==> src/rtl/pc_fetch_unit_if.sv <==
// ---------------------------------------------------------------------------
// pc_fetch_unit_if
//
// Bundles the three handshakes of the fetch stage:
//   - redirect from execute  : redirect_i, redirect_pc_i
//   - instruction memory bus : imem_req_o, imem_addr_o, imem_rvalid_i,
//                              imem_rdata_i
//   - decode hand-off        : inst_valid_o, inst_o, inst_pc_o,
//                              inst_ready_i, misalign_o
//
// Signal suffixes are written from the fetch unit's point of view.
// The master modport is taken by the fetch unit itself. The slave modport
// is taken by whatever surrounds it: memory, decode and redirect source.
// ---------------------------------------------------------------------------
interface pc_fetch_unit_if #(
    parameter int XLEN = 32
);
    logic            redirect_i;
    logic [XLEN-1:0] redirect_pc_i;

    logic            imem_req_o;
    logic [XLEN-1:0] imem_addr_o;
    logic            imem_rvalid_i;
    logic [31:0]     imem_rdata_i;

    logic            inst_valid_o;
    logic [31:0]     inst_o;
    logic [XLEN-1:0] inst_pc_o;
    logic            inst_ready_i;
    logic            misalign_o;

    modport master (
        input  redirect_i, redirect_pc_i, imem_rvalid_i, imem_rdata_i, inst_ready_i,
        output imem_req_o, imem_addr_o, inst_valid_o, inst_o, inst_pc_o, misalign_o
    );

    modport slave (
        output redirect_i, redirect_pc_i, imem_rvalid_i, imem_rdata_i, inst_ready_i,
        input  imem_req_o, imem_addr_o, inst_valid_o, inst_o, inst_pc_o, misalign_o
    );
endinterface

==> src/rtl/pc_fetch_unit.sv <==
// ---------------------------------------------------------------------------
// pc_fetch_unit
//
// Program counter and instruction-fetch stage. The unit owns the PC and
// keeps at most one instruction-memory request outstanding. It hands each
// fetched word, together with its PC, to decode over a valid/ready
// handshake. A redirect is accepted in any cycle, including while a
// request is in flight. In that case the in-flight response is drained and
// then discarded.
//
// Ports:
//   clk    rising-edge clock
//   reset  asynchronous, active-high reset
//   bus    pc_fetch_unit_if.master with these groups:
//            redirect_i / redirect_pc_i        redirect request and target
//            imem_req_o / imem_addr_o          fetch request; address held
//                                              until imem_rvalid_i
//            imem_rvalid_i / imem_rdata_i      memory response
//            inst_valid_o / inst_o / inst_pc_o instruction sent to decode
//            inst_ready_i                      decode accepts the instruction
//            misalign_o                        one-cycle pulse after a
//                                              misaligned redirect
//
// Optional feature (compile-time macro PC_MISALIGN_TRAP_EN):
//   When the macro is defined, a redirect with any of its low log2(STEP)
//   bits set loads TRAP_VECTOR and pulses misalign_o.
//   When the macro is undefined, those low bits are simply cleared and
//   misalign_o stays 0.
//
// Every output comes straight from a flop, so no input reaches an output
// within the same cycle.
// ---------------------------------------------------------------------------
module pc_fetch_unit #(
    parameter int              XLEN         = 32,
    parameter logic [XLEN-1:0] RESET_VECTOR = '0,
    parameter int              STEP         = 4,
    parameter logic [XLEN-1:0] TRAP_VECTOR  = XLEN'(32'h0000_0100)
) (
    input  logic            clk,
    input  logic            reset,
    pc_fetch_unit_if.master bus
);

    // STEP is a power of two, so STEP-1 selects exactly the sub-step bits.
    localparam logic [XLEN-1:0] LOW_MASK = XLEN'(STEP - 1);
    localparam logic [XLEN-1:0] STEP_INC = XLEN'(STEP);

`ifdef PC_MISALIGN_TRAP_EN
    localparam bit TRAP_EN = 1'b1;
`else
    localparam bit TRAP_EN = 1'b0;
`endif

    typedef enum logic [1:0] {
        BOOT,   // one idle cycle after reset before the first request
        FETCH,  // request at pc_q outstanding
        DRAIN,  // stale request outstanding at addr_q; pc_q already redirected
        HOLD    // instruction presented to decode, no request
    } state_t;

    state_t          state_q;
    logic [XLEN-1:0] pc_q;         // next address to fetch in program order
    logic [XLEN-1:0] addr_q;       // address currently driven to memory
    logic            req_q;
    logic            inst_valid_q;
    logic [31:0]     inst_q;
    logic [XLEN-1:0] inst_pc_q;
    logic            misalign_q;

    logic [XLEN-1:0] redirect_target;
    logic            redirect_trap;

    // NOTE: every signal of a combinational block is assigned on every path;
    // a path that leaves one unassigned would infer a latch.
    always_comb begin
        redirect_trap   = TRAP_EN && ((bus.redirect_pc_i & LOW_MASK) != '0);
        redirect_target = redirect_trap ? TRAP_VECTOR : (bus.redirect_pc_i & ~LOW_MASK);
    end

    // NOTE: sequential state uses non-blocking assignments only. Every flop
    // reads the values from before the edge, whatever order the branches
    // are written in.
    always_ff @(posedge clk or posedge reset) begin
        // NOTE: the unit holds no memory arrays, so every register gets a
        // defined reset value. An outstanding memory response is not assumed
        // to arrive after reset.
        if (reset) begin
            state_q      <= BOOT;
            pc_q         <= RESET_VECTOR;
            addr_q       <= RESET_VECTOR;
            req_q        <= 1'b0;
            inst_valid_q <= 1'b0;
            inst_q       <= '0;
            inst_pc_q    <= '0;
            misalign_q   <= 1'b0;
        end else begin
            misalign_q <= bus.redirect_i && redirect_trap;

            if (bus.redirect_i) begin
                // A redirect beats fetch completion and decode acceptance.
                pc_q         <= redirect_target;
                inst_valid_q <= 1'b0;
                case (state_q)
                    FETCH: begin
                        if (bus.imem_rvalid_i) begin
                            // Response lands this cycle: drop it and fetch
                            // the new target right away.
                            state_q <= FETCH;
                            addr_q  <= redirect_target;
                            req_q   <= 1'b1;
                        end else begin
                            // The request stays up at its old address until
                            // memory answers.
                            state_q <= DRAIN;
                        end
                    end
                    DRAIN: begin
                        state_q <= DRAIN;
                    end
                    default: begin  // BOOT, HOLD
                        state_q <= FETCH;
                        addr_q  <= redirect_target;
                        req_q   <= 1'b1;
                    end
                endcase
            end else begin
                case (state_q)
                    BOOT: begin
                        state_q <= FETCH;
                        addr_q  <= pc_q;
                        req_q   <= 1'b1;
                    end
                    FETCH: begin
                        if (bus.imem_rvalid_i) begin
                            inst_q       <= bus.imem_rdata_i;
                            inst_pc_q    <= pc_q;
                            inst_valid_q <= 1'b1;
                            pc_q         <= pc_q + STEP_INC;  // wraps modulo 2^XLEN
                            req_q        <= 1'b0;
                            state_q      <= HOLD;
                        end
                    end
                    DRAIN: begin
                        if (bus.imem_rvalid_i) begin
                            // Stale data is dropped. The request stays high
                            // and moves to the redirected PC.
                            addr_q  <= pc_q;
                            state_q <= FETCH;
                        end
                    end
                    HOLD: begin
                        if (bus.inst_ready_i) begin
                            inst_valid_q <= 1'b0;
                            addr_q       <= pc_q;
                            req_q        <= 1'b1;
                            state_q      <= FETCH;
                        end
                    end
                    default: begin
                        state_q <= BOOT;
                    end
                endcase
            end
        end
    end

    assign bus.imem_req_o   = req_q;
    assign bus.imem_addr_o  = addr_q;
    assign bus.inst_valid_o = inst_valid_q;
    assign bus.inst_o       = inst_q;
    assign bus.inst_pc_o    = inst_pc_q;
    assign bus.misalign_o   = misalign_q;

endmodule

==> src/flat_wrapper.sv <==
// flat-port wrapper written by rule: the top's interface ports become plain ports
module pc_fetch_unit_flat 
#(
    parameter int              XLEN         = 32,
    parameter logic [XLEN-1:0] RESET_VECTOR = '0,
    parameter int              STEP         = 4,
    parameter logic [XLEN-1:0] TRAP_VECTOR  = XLEN'(32'h0000_0100)
)
  (clk, reset, bus_redirect_i, bus_redirect_pc_i, bus_imem_rvalid_i, bus_imem_rdata_i, bus_inst_ready_i, bus_imem_req_o, bus_imem_addr_o, bus_inst_valid_o, bus_inst_o, bus_inst_pc_o, bus_misalign_o);
  pc_fetch_unit_if #(.XLEN(XLEN)) bus_i ();
  input  logic clk;
  input  logic reset;
  input wire logic [$bits(bus_i.redirect_i)-1:0] bus_redirect_i;
  input wire logic [$bits(bus_i.redirect_pc_i)-1:0] bus_redirect_pc_i;
  input wire logic [$bits(bus_i.imem_rvalid_i)-1:0] bus_imem_rvalid_i;
  input wire logic [$bits(bus_i.imem_rdata_i)-1:0] bus_imem_rdata_i;
  input wire logic [$bits(bus_i.inst_ready_i)-1:0] bus_inst_ready_i;
  output wire logic [$bits(bus_i.imem_req_o)-1:0] bus_imem_req_o;
  output wire logic [$bits(bus_i.imem_addr_o)-1:0] bus_imem_addr_o;
  output wire logic [$bits(bus_i.inst_valid_o)-1:0] bus_inst_valid_o;
  output wire logic [$bits(bus_i.inst_o)-1:0] bus_inst_o;
  output wire logic [$bits(bus_i.inst_pc_o)-1:0] bus_inst_pc_o;
  output wire logic [$bits(bus_i.misalign_o)-1:0] bus_misalign_o;
  assign bus_i.redirect_i = bus_redirect_i;
  assign bus_i.redirect_pc_i = bus_redirect_pc_i;
  assign bus_i.imem_rvalid_i = bus_imem_rvalid_i;
  assign bus_i.imem_rdata_i = bus_imem_rdata_i;
  assign bus_i.inst_ready_i = bus_inst_ready_i;
  assign bus_imem_req_o = bus_i.imem_req_o;
  assign bus_imem_addr_o = bus_i.imem_addr_o;
  assign bus_inst_valid_o = bus_i.inst_valid_o;
  assign bus_inst_o = bus_i.inst_o;
  assign bus_inst_pc_o = bus_i.inst_pc_o;
  assign bus_misalign_o = bus_i.misalign_o;
  pc_fetch_unit #(.XLEN(XLEN), .RESET_VECTOR(RESET_VECTOR), .STEP(STEP), .TRAP_VECTOR(TRAP_VECTOR)) u_core (.clk(clk), .reset(reset), .bus(bus_i));
endmodule
==> config.mk <==
export PLATFORM = sky130hd
export DESIGN_NAME = pc_fetch_unit_flat
export DESIGN_NICKNAME = d
export VERILOG_FILES = /design/src/rtl/pc_fetch_unit_if.sv /design/src/rtl/pc_fetch_unit.sv /design/src/flat_wrapper.sv
export SDC_FILE = /design/constraint.sdc
export NUM_CORES = 1
export LEC_CHECK = 0
export BUFFER_PORTS_ARGS = -buffer_cell sky130_fd_sc_hd__buf_2
export CORE_AREA = 2 2 117 96
export DETAILED_ROUTE_END_ITERATION = 8
export DIE_AREA = 0 0 119 98
export GPL_TIMING_DRIVEN = 1
export PLACE_DENSITY = 0.9
export SYNTH_ARGS = -nofsm -noshare
export SYNTH_HDL_FRONTEND = slang
export SYNTH_SLANG_ARGS = --single-unit
export TNS_END_PERCENT = 5
==> constraint.sdc <==
create_clock -name clk -period 7.25 [get_ports clk]
set_input_delay 1.8125 -clock clk [delete_from_list [all_inputs] [get_ports clk]]
set_output_delay 1.8125 -clock clk [all_outputs]
set_load 0.05 [all_outputs]
* Word level (Yosys, flattened, before mapping)
Cells that the tools add are included.
Storage, ports and cells: register bits after elaboration 132, bits of input ports 69, logic and storage cells 56
Operators by class: $add $sub $neg 1, eq/ne operators 10, muxes and demuxes 25, bitwise operators 1, reduce and logical (&&, ||, !) cells 12
Operators by type and width (number):
- 2-to-1 mux 32 bit | 7
- one-hot mux 32 bit (3 select lines) | 1
- one-hot mux 32 bit (2 select lines) | 1
- adder 32 x 3 -> 32 bit, second input constant | 1
- inequality test 3 bit, second input constant | 4
- 2-to-1 mux 2 bit | 5
- AND reduction 3 bit | 3
- one-hot mux 2 bit (4 select lines) | 1
- nonzero test 4 bit | 2
- 2-to-1 mux 1 bit | 6
- inequality test 2 bit, second input constant | 3
- AND reduction 5 bit | 1
- equality test 2 bit, second input constant | 2
- one-hot mux 1 bit (2 select lines) | 2
- one-hot mux 2 bit (2 select lines) | 1
- AND reduction 4 bit | 1
- nonzero test 2 bit | 2
- one-hot mux 1 bit (3 select lines) | 1
- nonzero test 3 bit | 1
- equality test 2 x 1 -> 1 bit, second input constant | 1
- logical NOT 2 bit | 1
- AND reduction 2 bit | 1
- inverter 1 bit | 1

* Logic depth before layout (Yosys ltp)
depth in word-level cells 4, mapped depth 8, mapped depth without buffers 7

* Worst setup path before layout
Ideal clock, no wire load.
path kind input to register, start point in bus_imem_rvalid_i, end point reg u_core.pc_q[28], setup time 0.125 ns, data arrival time 2.899 ns, setup slack 4.226 ns, stages on the path 5, cell sequence nand3_1 -> nor4_4 -> nand3_1 -> xnor2_1 -> mux2_2
On the way: word-level cells in the longest chain between the ends 2
RTL lines:
- start: declaration | RTL line flat_wrapper.sv:15 | input wire logic [$bits(bus_i.imem_rvalid_i)-1:0] bus_imem_rvalid_i;
- nonzero test 2 bit (no line)
- AND reduction 2 bit (no line)
- end signal: assignment | RTL line pc_fetch_unit.sv:101 | pc_q <= redirect_target;
- end signal: assignment | RTL line pc_fetch_unit.sv:138 | pc_q <= pc_q + STEP_INC;
- end: declaration | RTL line pc_fetch_unit.sv:62 | logic [XLEN-1:0] pc_q;
Every way passes these cells. A chain may end at the register's enable or synchronous reset.

* Worst setup path after layout
start point in bus_redirect_i, end point reg u_core.pc_q[31]
On the way: word-level cells in the longest chain between the ends 2, elaborated cells on any way between the ends 4
RTL lines:
- start: declaration | RTL line flat_wrapper.sv:13 | input wire logic [$bits(bus_i.redirect_i)-1:0] bus_redirect_i;
- nonzero test 2 bit (no line)
- AND reduction 2 bit (no line)
Parallel ways exist; a longest one is shown, timed or not.

==> run metrics <==
status finished, final reports clean; r2r startpoint u_core.state_q[0]; placed insts 777; static leakage 3.39 nW; antenna violations before repair 0; area leader, netlist dfrtp_1; Yosys reg bits approximately 130; CTS H-Tree Depth 4; root buf cell clkbuf_16; Pwr Total 3.81 mW; filler instances 776; pin count of the biggest net entering global routing 73; Crit Path Max Fanout 68; Sink Count between 100 and 150; Tightest Hold Check Type reg2reg; routed wire length 13.7 mm; total routing usage reported by global routing 24.4%; top post-synthesis cells by area dfrtp_1, mux2_2, o21ai_0, nand2_1, a21boi_0; hold buffers post-CTS 0; Pwr Density about 530 mW/mm2; Final Setup Violations 0; min cycle time layout 4710 ps; Worst-Margin Slew between 1000 and 1500 ps; clock buffer count from CTS 17; clk_skew 10.4 ps; Final period util 65.0%; startpoint class of the critical path primary input; hold path cells 2; post_cts resized 0; Initial Util 53.5%; RR Endpoint u_core.bus.imem_addr_o[1]; count of cell types in the netlist 40; via density per instance around 5.5; DRT Pass-1 Iters 5; beginning of the worst hold path u_core.bus.imem_addr_o[25]; vias in the first global route approximately 4600; worst r2r path cells 5; syn_area_per_cell 11.3 um2; Clock Pin Slew Worst Setup and Hold Paths 60 ps; endpoints failing hold 0; Setup crit end kind register; Syn Inst Count 500; Fin Setup TNS 0 ps; Slew headroom between 20% and 30%; Fin Hold WS 477 ps; top cells by count, synth dfrtp_1, nand2_1, mux2_2, o21ai_0, a21boi_0; fraction of the yosys area taken by sequential cells 56.0%; main flop type after synthesis dfrtp_1; final worst setup slack 2540 ps; antenna diode count 0; row count 34; first-pass GRT wire length approximately 22 mm; Max clock buf depth 2; final net count 725; Req. time, crit path 7540 ps; Post-CTS Setup Bufs 0; die area about 0.012 mm2; share of cells above drive strength 1 40.0%; count leader, synth dfrtp_1; Detailed Place HPWL 9.04 mm; DRC 0; Synth top area share 56.0%; Final Instance Count excl. Fillers 809; Routed wire per std cell 16.9 um; Critical Path AT 5000 ps; reg2reg setup slack 4490 ps; achievable frequency 212 MHz; Ys Warns 0; final slew viol count 0; RSZ-0062 raised after global routing false; Peak VDD IR 0.269 mV; Core ar. 0.0106 mm2; gpl congestion 0.819; EDFF count, synth 0; pre-CTS setup slack around 2200 ps; Cell Area, Synth 0.00567 mm2; IO buf count ~160; via count about 4400; Die W 119 um; Area growth syn-to-layout 26.6%; Detail Route Antenna Nets 0; Min-Delay Endpoint u_core.bus.imem_addr_o[25]; CP Class in2reg; asr flop ratio synth 100%; Ports 168; max-cap viol count 0; Worst-Skew Late Latency 410 ps; Die H around 98 um; total gr overflow 0; initial drt markers ~270; CTS tree built
-- report_power, final --
group	switching, mW	total, mW	internal (mW)
logic	1.31	1.74	0.430
clock network	0.329	0.910	0.582
registers	0.171	1.16	0.991
-- critical path: stages --
cell     delay (ps)
buf_2            90
buf_4           330
inv_1           860
nand3_4         990
nor3_2          560
a311o_1         230
nand3_1          70
-- state kept, by name, indices dropped and copies added (netlist names) --
signal                   cells
u_core.bus.imem_req_o        1
u_core.bus.inst_valid_o      1
u_core.pc_q                 30
u_core.bus.inst_o           32
u_core.bus.inst_pc_o        30
u_core.state_q               2
u_core.bus.imem_addr_o      31
-- area by class of cell --
cell class / count / area [um2] / area share [%]
clock inverter: 14 / 204 / 2.84
multi-input combinational: 332 / 2320 / 32.3
inverter: 10 / 40.0 / 0.558
sequential: 127 / 3180 / 44.3
clock buffer: 18 / 429 / 5.98
timing repair buffer: 164 / 826 / 11.5
tap: 144 / 180 / 2.51
-- worst max path at each step --
| stage | start | endpoint | slack, ps | cells past startpoint |
|---|---|---|---|---|
| global route | bus_redirect_i | u_core.pc_q[31] | 2210 | 7 |
| finish | bus_redirect_i | u_core.pc_q[31] | 2540 | 7 |
| global placement | bus_redirect_i | u_core.pc_q[21] | 2290 | 7 |
| floorplan | reset | u_core.bus.imem_addr_o[10] | 2050 | 1 |
| detailed placement | bus_redirect_i | u_core.pc_q[31] | 2160 | 7 |
| CTS | bus_redirect_i | u_core.pc_q[31] | 2590 | 7 |
-- routing by layer --
metal  GRT usage [%]  vias to the layer above  wire length (um)
met5               0                        -                 0
met4            9.98                        0               174
met3            4.56                       17               736
met2            41.1                      183              6830
met1            31.2                     2182              5910
li1                -                     2041                 -
-- kinds of logic after synthesis --
logic type	synth area share (%)
AND/OR/NAND/NOR	11.6
other	0.0661
flip-flops	56.0
XOR/XNOR	3.86
buffers and inverters	3.49
adder cells (fa/ha/maj)	0.883
multiplexers	13.3
AO/OA/AOI/OAI	10.7
-- per-stage QoR --
step	utilization, %	instance area, um2
CTS	67.8	7180
detailed placement	61.8	6540
finish	67.8	7180
global route	67.8	7180
global placement	61.8	6540
floorplan	-	5680
-- cell usage in the layout (no fill, tap or decap), drive strengths merged, types with 2 or more instances in the layout --
cell type  instances
mux2i              7
inv               15
a22oi              2
and2               3
xor2              14
clkinv             2
mux2              61
and3               3
a21oi              9
nand2             69
clkbuf            18
dfrtp            127
bufinv             4
nand4             13
o21ai             62
clkinvlp           3
nor4               3
nor2              10
ha                 4
nor3               6
a21boi            25
and4               5
conb               3
nand3             13
xnor2             11
buf              164
(Power assumes the default switching activity.)
